## src/rtl/i2s_tx_scheduler.sv

```systemverilog
// Picks or mixes two stereo sources into a small frame FIFO and hands the I2S transmitter one
// coherent frame per word-select period, updated only on the mclk edge where ws is first seen high.
module i2s_tx_scheduler #(
  parameter int d_width     = 24,
  parameter int fifo_depth  = 4,
  parameter int prime_level = 2
) (
  input  logic                        mclk,
  input  logic                        reset_n,
  input  logic                        enable,
  input  logic [1:0]                  mode,
  input  logic                        s0_valid,
  output logic                        s0_ready,
  input  logic signed [d_width-1:0]   s0_l,
  input  logic signed [d_width-1:0]   s0_r,
  input  logic                        s1_valid,
  output logic                        s1_ready,
  input  logic signed [d_width-1:0]   s1_l,
  input  logic signed [d_width-1:0]   s1_r,
  input  logic                        ws,
  output logic signed [d_width-1:0]   l_data_tx,
  output logic signed [d_width-1:0]   r_data_tx,
  output logic [1:0]                  state,
  output logic [$clog2(fifo_depth):0] fifo_level,
  output logic                        underrun,
  output logic [15:0]                 underrun_cnt
);
  localparam int aw = $clog2(fifo_depth);
  localparam int lw = aw + 1;

  typedef enum logic [1:0] {IDLE = 2'b00, PRIME = 2'b01, RUN = 2'b10} state_t;

  state_t               cur;
  logic                 ws_q;
  logic                 ws_rise;
  logic [aw-1:0]        wr_ptr;
  logic [aw-1:0]        rd_ptr;
  logic [2*d_width-1:0] mem [fifo_depth];
  logic                 can_push;
  logic                 push;
  logic                 pop;
  logic [d_width-1:0]   push_l;
  logic [d_width-1:0]   push_r;

  function automatic logic [d_width-1:0] sat_add(input logic [d_width-1:0] a,
                                                 input logic [d_width-1:0] b);
    logic [d_width:0] s;
    s = {a[d_width-1], a} + {b[d_width-1], b};
    if (s[d_width] != s[d_width-1])
      sat_add = s[d_width] ? {1'b1, {(d_width-1){1'b0}}} : {1'b0, {(d_width-1){1'b1}}};
    else
      sat_add = s[d_width-1:0];
  endfunction

  assign ws_rise  = ws & ~ws_q;
  assign can_push = enable && (cur != IDLE) && (fifo_level < lw'(fifo_depth));
  // A frame pushed this cycle is never visible to a pop until the level register sees it.
  assign pop      = enable && (cur == RUN) && ws_rise && (fifo_level != '0);
  assign state    = cur;

  always_comb begin
    s0_ready = 1'b0;
    s1_ready = 1'b0;
    push     = 1'b0;
    push_l   = '0;
    push_r   = '0;
    case (mode)
      2'b00: begin
        s0_ready = can_push;
        push     = can_push & s0_valid;
        push_l   = s0_l;
        push_r   = s0_r;
      end
      2'b01: begin
        s1_ready = can_push;
        push     = can_push & s1_valid;
        push_l   = s1_l;
        push_r   = s1_r;
      end
      2'b10: begin
        s0_ready = can_push & s0_valid & s1_valid;
        s1_ready = can_push & s0_valid & s1_valid;
        push     = can_push & s0_valid & s1_valid;
        push_l   = sat_add(s0_l, s1_l);
        push_r   = sat_add(s0_r, s1_r);
      end
      default: begin
        // Mute: src0 paced as normal but replaced by silence, src1 drained and dropped.
        s0_ready = can_push;
        s1_ready = can_push;
        push     = can_push & s0_valid;
      end
    endcase
  end

  always_ff @(posedge mclk) begin
    if (push)
      mem[wr_ptr] <= {push_l, push_r};
  end

  always_ff @(posedge mclk or negedge reset_n) begin
    if (!reset_n) begin
      cur          <= IDLE;
      ws_q         <= 1'b0;
      wr_ptr       <= '0;
      rd_ptr       <= '0;
      fifo_level   <= '0;
      l_data_tx    <= '0;
      r_data_tx    <= '0;
      underrun     <= 1'b0;
      underrun_cnt <= '0;
    end else begin
      ws_q     <= ws;
      underrun <= 1'b0;
      if (!enable) begin
        cur        <= IDLE;
        wr_ptr     <= '0;
        rd_ptr     <= '0;
        fifo_level <= '0;
        l_data_tx  <= '0;
        r_data_tx  <= '0;
      end else begin
        if (push)
          wr_ptr <= wr_ptr + 1'b1;
        if (pop)
          rd_ptr <= rd_ptr + 1'b1;
        fifo_level <= fifo_level + lw'(push) - lw'(pop);
        case (cur)
          IDLE:  cur <= PRIME;
          PRIME: if (fifo_level >= lw'(prime_level)) cur <= RUN;
          RUN: begin
            if (ws_rise) begin
              if (pop) begin
                l_data_tx <= mem[rd_ptr][2*d_width-1:d_width];
                r_data_tx <= mem[rd_ptr][d_width-1:0];
              end else begin
                l_data_tx <= '0;
                r_data_tx <= '0;
                underrun  <= 1'b1;
                if (underrun_cnt != 16'hFFFF)
                  underrun_cnt <= underrun_cnt + 16'd1;
                cur <= PRIME;
              end
            end
          end
          default: cur <= IDLE;
        endcase
      end
    end
  end
endmodule
```

## config.mk

```make
export PLATFORM = sky130hd
export DESIGN_NAME = i2s_tx_scheduler
export DESIGN_NICKNAME = d
export VERILOG_FILES = /design/src/rtl/i2s_tx_scheduler.sv
export SDC_FILE = /design/constraint.sdc
export NUM_CORES = 1
export LEC_CHECK = 0
export CAP_MARGIN = 20
export CORE_ASPECT_RATIO = 1.1
export CORE_MARGIN = 2
export CORE_UTILIZATION = 60
export CTS_CLUSTER_SIZE = 20
export DETAILED_ROUTE_END_ITERATION = 6
export MAX_ROUTING_LAYER = met4
export PLACE_DENSITY = 0.86
export SLEW_MARGIN = 30
export SYNTH_ARGS = -nofsm -noshare
export SYNTH_HDL_FRONTEND = slang
export SYNTH_SLANG_ARGS = --single-unit
```

## constraint.sdc

```tcl
create_clock -name mclk -period 5.1 [get_ports mclk]
set_input_delay 0.765 -clock mclk [delete_from_list [all_inputs] [get_ports mclk]]
set_output_delay 0.765 -clock mclk [all_outputs]
set_load 0.01 [all_outputs]
```

-- Yosys cells after proc, flatten, opt, wreduce, memory -nomap -nowiden
Memories as Yosys holds them, arrays and structs flattened.
Index checks and enable logic that the tools add are counted.
- bits in registers: 75
- bits in writable memories: 192
- input port bits: 104
- output and inout port bits: 72
- logic and storage cells: 84
- memories kept: 1
- memory list (memory ; words ; width ; rd ports ; clocked after memory_dff ; write ports ; RTL line ; source):
    mem ; 4 ; 48 ; 1 ; 0 ; 1 ; 38 ; logic [2*d_width-1:0] mem [fifo_depth];
- $add $sub $neg: 7
- $lt $le $gt $ge: 2
- eq/ne operators: 14
- multiplexer cells: 33
- bitwise operators: 6
- reductions and logical operators: 12
- operators by type and width (kind ; count):
    $mux W24 ; 12
    $pmux W24 S3 ; 2
    $add A24 B24 Y25 ; 2
    $add A16 B1 Y16 const B ; 1
    $mux W2 ; 8
    $ne A16 B16 Y1 const B ; 1
    $ne A3 B3 Y1 const B ; 3
    $ne A2 B1 Y1 const B ; 4
    $mux W1 ; 6
    $pmux W1 S2 ; 3
    $pmux W2 S3 ; 1
    $logic_and A1 B1 Y1 ; 5
    $reduce_and A5 Y1 ; 1
    $add A2 B1 Y2 const B ; 2
    $and A1 B1 Y1 ; 4
    $eq A2 B1 Y1 const B ; 2
    $eq A2 B2 Y1 const B ; 2
    $logic_not A2 Y1 ; 2
    $add A3 B1 Y3 ; 1
    $ge A3 B2 Y1 const B ; 1
    $lt A3 B3 Y1 const B ; 1
    $mux W3 ; 1
    $reduce_and A3 Y1 ; 1
    $reduce_bool A3 Y1 ; 1
    other kinds (5) ; 7

-- Depth between registers and ports, before layout
Gate-level depths: netlist of the first run.
- depth in word-level cells: 9
- depth in mapped cells: 14
- mapped depth without buffers: 13

-- Worst setup path before layout of the first run
OpenSTA, ideal clock, no wires.
- path type: input-to-reg
- start point: input port s0_l[0]
- end point: memory mem[0][46] (netlist name) (data pin)
- data arrival time: 3.044 ns
- required time: 4.801 ns
- setup slack: 1.757 ns
- cell stages on the path: 11
- buffers on the path: 1
- path through: ha_1 > fa_1 > a211oi_1 > o21ai_1 > a31oi_2 > o22ai_4 > o221ai_2 > a41o_1 > a21o_2 > buf_4 > o221ai_1
- longest elaborated chain between the ends: 4
- elaborated cells between the ends (all ways): 5
- classes of those cells: 1 x add/sub; 1 x eq/ne; 3 x mux
- ends and longest elaborated chain (what ; RTL line ; source):
    from (decl) ; 14 ; input logic signed [d_width-1:0] s0_l,
    $add A24 B24 Y25 (*) ; 48 ; s = {a[d_width-1], a} + {b[d_width-1], b};
    $mux W24 or $ne A1 B1 Y1 (tied branches) ; 50, 49 ;
    $mux W24 (*) ; 49 ; if (s[d_width] != s[d_width-1])
    $pmux W24 S3 (*) ; 67 ; case (mode)
    net push_l[22] ; 42 ; logic [d_width-1:0] push_l;
    to (decl) ; 38 ;
Mark *: on every way through the listed nets, which the timed path passes. The rest lies on a longest branch.

-- Worst setup path after layout of the first run
- start point: input port s0_r[0]
- end point: memory mem[1][15] (netlist name) (data pin)
- longest elaborated chain between the ends: 4
- elaborated cells between the ends (all ways): 5
- classes of those cells: 1 x add/sub; 1 x eq/ne; 3 x mux
- ends and longest elaborated chain (what ; RTL line ; source):
    from (decl) ; 15 ; input logic signed [d_width-1:0] s0_r,
    $add A24 B24 Y25 (*) ; 48 ;
    $mux W24 or $ne A1 B1 Y1 (tied branches) ; 50, 49 ;
    $mux W24 (*) ; 49 ;
    $pmux W24 S3 (*) ; 67 ;
    net push_r[15] ; 43 ; logic [d_width-1:0] push_r;
Marks and branches as above.

==> flow_summary.toml, run 1 <==
[sta]
layout_setup_ws_ns = 1.02
rsz0062_at_grt = "false"
fin_skew_ns = 0.0113
fin_crit_ns = 4.08
holdWs_ns = 0.266
finalSetupViolCount = 0
tightest_slew_ns = 0.790
drv_slew = 0
fin_crit_sh_pct = 80.0
slew_headroom_pct = 47.3
fmax_ghz = 0.245
finalHoldViolations = 0
tns_ns = 0

[routing]
initialDrtViolationCount = 1345
drcViolationCount = 0
viasPerCell = 6.76
first_pass_iters = 7
dr_total_vias = 9757
routedWlPerCell_microns = 25.3
routed_wl_mm = 36.5
route.antenna.remaining_nets = 0

[synth]
yosysSeqAreaShare_pct = 56.2
ys.flop_type = "edfxtp_1"
synthArstFlopShare_pct = 28.1
syn_avg_cell_area_sq_um = 14.1
yosys_warnings = 0
synth_area_sq_um = 13600
yosysUniqueCellTypes = 69
synth_edf_count = 192
syn_nets = 1132
synth_seq_cells = 267
synthCells = 965

[power]
ir_worst_vdd_v = 0.000215
p_leak_nw = 5.98
powerDensity_nw_per_um2 = 300
p_total_mw = 4.92

[clock_network]
cts_tree = "built"
insertion_delay_ns = 0.52
postCtsHoldBufs = 0
post_cts_buffers = 0
cts_root_buf = "clkbuf_16"
cts.repair.resized = 0
cts.clk_slew.worst_paths_ns = 0.06
cts.path.max_buffers = 3
cts_made_buffers = 24
h-tree-depth = 1
cts.sinks = 267

[placed_design]
placed_cells = 1399
gp_congestion = 0.948
port_buffers = 175
dp_hpwl_mm = 23.6
post-place-ws_ns = 0.625
place_area_sq_um = 15600

[global_routing]
grt_max_degree = 76
grt_overflow = 0
grt_pass1_vias = 9480
grtUsageTotal_pct = 31.6
grt_antenna_before_repair = 0
grt_pass1_wl_mm = 56.4

[critical_path]
cp_data_required_time_ns = 5.27
cp_slowest_stage_delay_ns = 0.49
worstSetupStartpoint = "s0_r[0]"
cp-start-kind = "primary input"
r2r-start = "fifo_level[2]"
critPathMaxFanout = 23
crit_slowest_cell = "nand3_2"
r2r_cells = 11
cp.arrival_ns = 4.25
r2r_setup_slack_ns = 2.27
crit_type = "primary input to register"
crit_chain = "clkdlybuf4s50_1 > ha_1 > fa_1 > a211oi_1 > nor3_1 > o31ai_2 > o21ai_2 > a31oi_1 > inv_1 > nand3_2 > o221ai_1"
rr_endpoint = "fifo_level[2]"
end_kind = "register"

[cells_and_area]
utilization_pct = 73.9
drive_gt1_share_pct = 13.7
fillers = 1325
fin_nets = 1297
syn2layout_area_growth_pct = 20.4
fin_area_sq_um = 16400
antenna_cells = 0
final_cell_count_no_fill = 1443

[die]
core_sq_um = 22200
ioPinCount = 176
die_w_microns = 148
dieArea_sq_um = 23900
initial_core_util_pct = 61.4
num_rows = 57
die_h_microns = 162

[worst_hold_path]
min_path_type = "primary input to async pin"

[outcome]
outcome = "finished, final reports clean"

[job]
drv_cap = 0
layout make-up:
class / instances / area (sq um) / area share [%]
clock buffer: 36 / 697 / 4.25
multi-input combinational: 617 / 5610 / 34.3
inverter: 26 / 97.6 / 0.596
tap: 295 / 369 / 2.25
sequential: 267 / 7640 / 46.7
timing repair buffer: 194 / 1900 / 11.6
clock inverter: 8 / 65.1 / 0.397
worst max-delay path: cells and delay by family:
kind | cells | cell delay (ns)
buffers and inverters | 2 | 0.57
AO/OA/AOI/OAI | 5 | 1.55
adder cells (fa/ha/maj) | 2 | 0.71
AND/OR/NAND/NOR | 2 | 0.63
synthesized netlist by cell type (3+ instances only):
library cell | number | area, sq um
o21a_1 | 12 | 90.1
buf_1 | 3 | 11.3
or3_1 | 5 | 31.3
nor3_1 | 14 | 70.1
xor2_1 | 27 | 236
a211o_1 | 3 | 26.3
and2_1 | 15 | 93.8
or2_2 | 3 | 18.8
a22oi_1 | 47 | 353
a22o_1 | 49 | 429
a211oi_1 | 5 | 37.5
o21ai_0 | 21 | 105
o21ai_1 | 3 | 15.0
clkbuf_1 | 39 | 146
inv_1 | 26 | 97.6
nand4_1 | 8 | 50.1
buf_6 | 5 | 56.3
a21oi_1 | 43 | 215
xnor2_1 | 26 | 228
nor4_1 | 4 | 25.0
o211ai_1 | 3 | 22.5
o21bai_1 | 4 | 30.0
ha_1 | 60 | 751
o221ai_1 | 17 | 149
nand3_1 | 18 | 90.1
dfrtp_1 | 75 | 1880
nor2_1 | 33 | 124
fa_1 | 3 | 60.1
a31oi_1 | 7 | 43.8
mux4_2 | 48 | 1080
a21o_1 | 17 | 128
nand2b_1 | 4 | 25.0
and4_1 | 3 | 26.3
nand2_1 | 33 | 124
buf_4 | 4 | 30.0
o221ai_2 | 29 | 435
edfxtp_1 | 192 | 5770
nor2b_1 | 11 | 68.8
and3_1 | 6 | 37.5
o311ai_0 | 4 | 35.0
cell families (layout without fill, tap and decap cells):
logic type,after synthesis,count (layout),share of synthesized area [%]
AOI/OAI and AO/OA,286,286,17.3
and+or+nand+nor,163,163,6.19
buffers and inverters,81,264,2.66
adders and majority gates,63,63,5.96
DFF,267,267,56.2
muxes,51,51,8.17
xor gates and xnor gates,54,54,3.53
how the worst max path moves through the flow:
stage | end | depth (start not counted)
6_report | mem[1][15] | 11
5_1_grt | mem[1][14] | 11
4_1_cts | mem[0][14] | 11
3_5_place_dp | mem[0][3] | 11
3_3_place_gp | mem[0][25] | 12
2_1_floorplan | mem[0][46] | 11
cell usage in the layout (no fill, tap or decap), types with 7 or more instances in the layout:
cell and instances:
xnor2_1 26, nand3_1 18, a21oi_1 43, a22o_1 49
o221ai_2 29, o221ai_1 17, buf_4 19, nor2_1 33
inv_1 26, nor3_1 14, a22oi_1 47, clkdlybuf4s50_1 174
and2_1 11, a31oi_1 7, nand2_1 33, nor2b_1 11
o21ai_0 21, mux4_2 48, o21a_1 12, clkbuf_1 8
a21o_1 17, dfrtp_1 73, nand4_1 8, edfxtp_1 192
xor2_1 27, ha_1 59, clkbuf_16 25
report_power, final:
| part | total, mW | internal (mW) | switching, mW |
|---|---|---|---|
| Clock | 1.74 | 0.994 | 0.748 |
| Combinational | 0.760 | 0.297 | 0.464 |
| Sequential | 2.41 | 2.40 | 0.00922 |
| Total | 4.92 | 3.70 | 1.22 |
layer usage:
metal  global-route usage [%]  share of wire (%)  wire, microns  up-vias
li1                         -                  -              -     4212
met1                     45.1                 40          14500     4810
met2                     48.9                 48          17500      663
met3                     4.89                 10           3730       72
met4                     6.95                2.2            794        0
met5                        -                  0              0        -
sequential cells by signal, summed over array words and instances, names as in the netlist:
register,flops
ws_q,1
r_data_tx,24
fifo_level,3
underrun_cnt,16
l_data_tx,24
state,2
wr_ptr,2
rd_ptr,2
underrun,1
mem,192
(Power assumes the default switching activity.)
==> run 2, diff against run 1 <==
--- a/config.mk
+++ b/config.mk
@@ -8,11 +8,11 @@
 export CAP_MARGIN = 20
 export CORE_ASPECT_RATIO = 1.1
 export CORE_MARGIN = 2
-export CORE_UTILIZATION = 60
+export CORE_UTILIZATION = 56
 export CTS_CLUSTER_SIZE = 20
 export DETAILED_ROUTE_END_ITERATION = 6
 export MAX_ROUTING_LAYER = met4
-export PLACE_DENSITY = 0.86
+export PLACE_DENSITY = 0.81
 export SLEW_MARGIN = 30
 export SYNTH_ARGS = -nofsm -noshare
 export SYNTH_HDL_FRONTEND = slang
==> constraint.sdc (replaced) <==
create_clock -name mclk -period 3.85 [get_ports mclk]
set_input_delay 0.5775 -clock mclk [delete_from_list [all_inputs] [get_ports mclk]]
set_output_delay 0.5775 -clock mclk [all_outputs]
set_load 0.01 [all_outputs]
==> run 2 against run 1 <==
Via count decreased by 1.7%; wire length fell by 5.7%; count of clock-buffer cells in the layout is 2 lower; critical path depth rose by 1; sequential share of layout area shrank 1.0 points; non-clock buffer count increased by 16; global-route usage decreased by 4.0 points; power increased by 41%; clock power grew 56%; final cell count is 2.0% higher; setup slack worse by 0.57 ns; critical path type unchanged; cell area increased by 2.3%.
==> flow_summary.toml, run 2 (synthesis gave the netlist of run 1 again) <==
[cells_and_area]
largest_register_ffs = 192
reg_top3 = "mem x192, l_data_tx x24, r_data_tx x24"
layout_commonest_cell = "edfxtp_1"
final_cell_count_no_fill = 1472
multi_input_area_sq_um = 5610
top_register = "mem"
fin_area_sq_um = 16800
fillers = 1563
antenna_cells = 0
syn2layout_area_growth_pct = 23.1
drive_gt1_share_pct = 15.4
fin_nets = 1315
final_cell_mix = "edfxtp_1, clkdlybuf4s50_1, dfrtp_1, ha_1, a22o_1"
seq_area_sq_um = 7640

[critical_path]
rr_endpoint = "fifo_level[2]"
cp_data_required_time_ns = 4.08
cp.arrival_ns = 3.63
r2r-start = "state[0]"
crit_type = "primary input to register"
r2r_setup_slack_ns = 1.21
critPathMaxFanout = 20
cp-start-kind = "primary input"
end_kind = "register"
r2r_cells = 10
worstSetupStartpoint = "s0_l[0]"

[clock_network]
cts.path.max_buffers = 3
post_cts_buffers = 0
cts_tree = "built"
postCtsHoldBufs = 0
cts_root_buf = "clkbuf_16"
cts.sinks = 267
cts_made_buffers = 26
insertion_delay_ns = 0.52
cts.repair.resized = 0
h-tree-depth = 1
cts.clk_slew.worst_paths_ns = 0.06

[global_routing]
grt_pass1_wl_mm = 53.8
grt_pass1_vias = 9330
grt_overflow = 0
grtUsageTotal_pct = 27.5
grt_antenna_before_repair = 0
grt_max_degree = 76

[outcome]
outcome = "finished, final reports clean"

[sta]
tightest_slew_ns = 0.887
rsz0062_at_grt = "false"
finalHoldViolations = 0
drv_slew = 0
fmax_ghz = 0.294
fin_crit_ns = 3.40
slew_headroom_pct = 40.1
tns_ns = 0
fin_crit_sh_pct = 88.3
finalSetupViolCount = 0
fin_skew_ns = 0.00813

[die]
die_h_microns = 168
die_w_microns = 153
dieArea_sq_um = 25600
core_sq_um = 23800
initial_core_util_pct = 57.3
num_rows = 59
ioPinCount = 176

[routing]
drcViolationCount = 0
route.antenna.remaining_nets = 0
first_pass_iters = 7
initialDrtViolationCount = 1097
viasPerCell = 6.51
dr_total_vias = 9587
routedWlPerCell_microns = 23.4
routed_wl_mm = 34.4

[placed_design]
dp_hpwl_mm = 23.1
place_area_sq_um = 15800
placed_cells = 1425
port_buffers = 175
gp_congestion = 0.960

[power]
powerDensity_nw_per_um2 = 413
p_leak_nw = 6.16
ir_worst_vdd_v = 0.000275
p_total_mw = 6.93

[job]
drv_cap = 0

[worst_hold_path]
min_path_type = "primary input to async pin"
## run 2: final cells by class
| class | instances | area share (%) |
|---|---|---|
| Clock inverter | 13 | 1.22 |
| Inverter | 26 | 0.583 |
| Tap cell | 305 | 2.28 |
| Timing Repair Buffer | 210 | 12.5 |
| Sequential cell | 267 | 45.6 |
| Multi-Input combinational cell | 617 | 33.5 |
| Clock buffer | 34 | 4.31 |
## run 2: worst max path at each step
stage | endpoint | slack, ns | cells past startpoint
detailed placement | mem[3][36] | -0.04 | 12
floorplan | mem[0][46] | 0.69 | 11
global placement | mem[0][36] | 0.04 | 13
CTS | mem[1][36] | 0.51 | 12
global route | mem[0][36] | 0.26 | 12
finish | mem[1][36] | 0.45 | 12
## run 2: stage by stage
stage	utilization (%)	hold slack [ns]	setup slack [ns]
2_1_floorplan	-	0.282	0.695
3_3_place_gp	66.6	0.480	0.0444
3_5_place_dp	66.6	0.490	-0.0414
4_1_cts	70.5	0.255	0.508
5_1_grt	70.5	0.143	0.264
6_report	70.5	0.0767	0.451
## run 2: critical path, cell delays in order
cell and delay (ns):
clkdlybuf4s50_1 0.43, ha_1 0.27, fa_1 0.41, a211oi_1 0.31, o21ai_1 0.12, a31oi_2 0.33, o22ai_4 0.15, o221ai_2 0.16
a41o_1 0.23, or3_1 0.23, buf_12 0.22, o221ai_2 0.18
## run 2: layer usage
layer,track usage [%],share of wire [%],up-vias
met3,3.88,9.4,33
met4,5.68,1.5,0
met5,-,0,-
met2,41.5,47,517
met1,40.8,42,4789
li1,-,-,4248
## run 2: report_power, final
| part | switching (mW) | internal [mW] |
|---|---|---|
| Clock | 1.05 | 1.66 |
| Combinational | 0.596 | 0.421 |
| Sequential | 0.0102 | 3.19 |
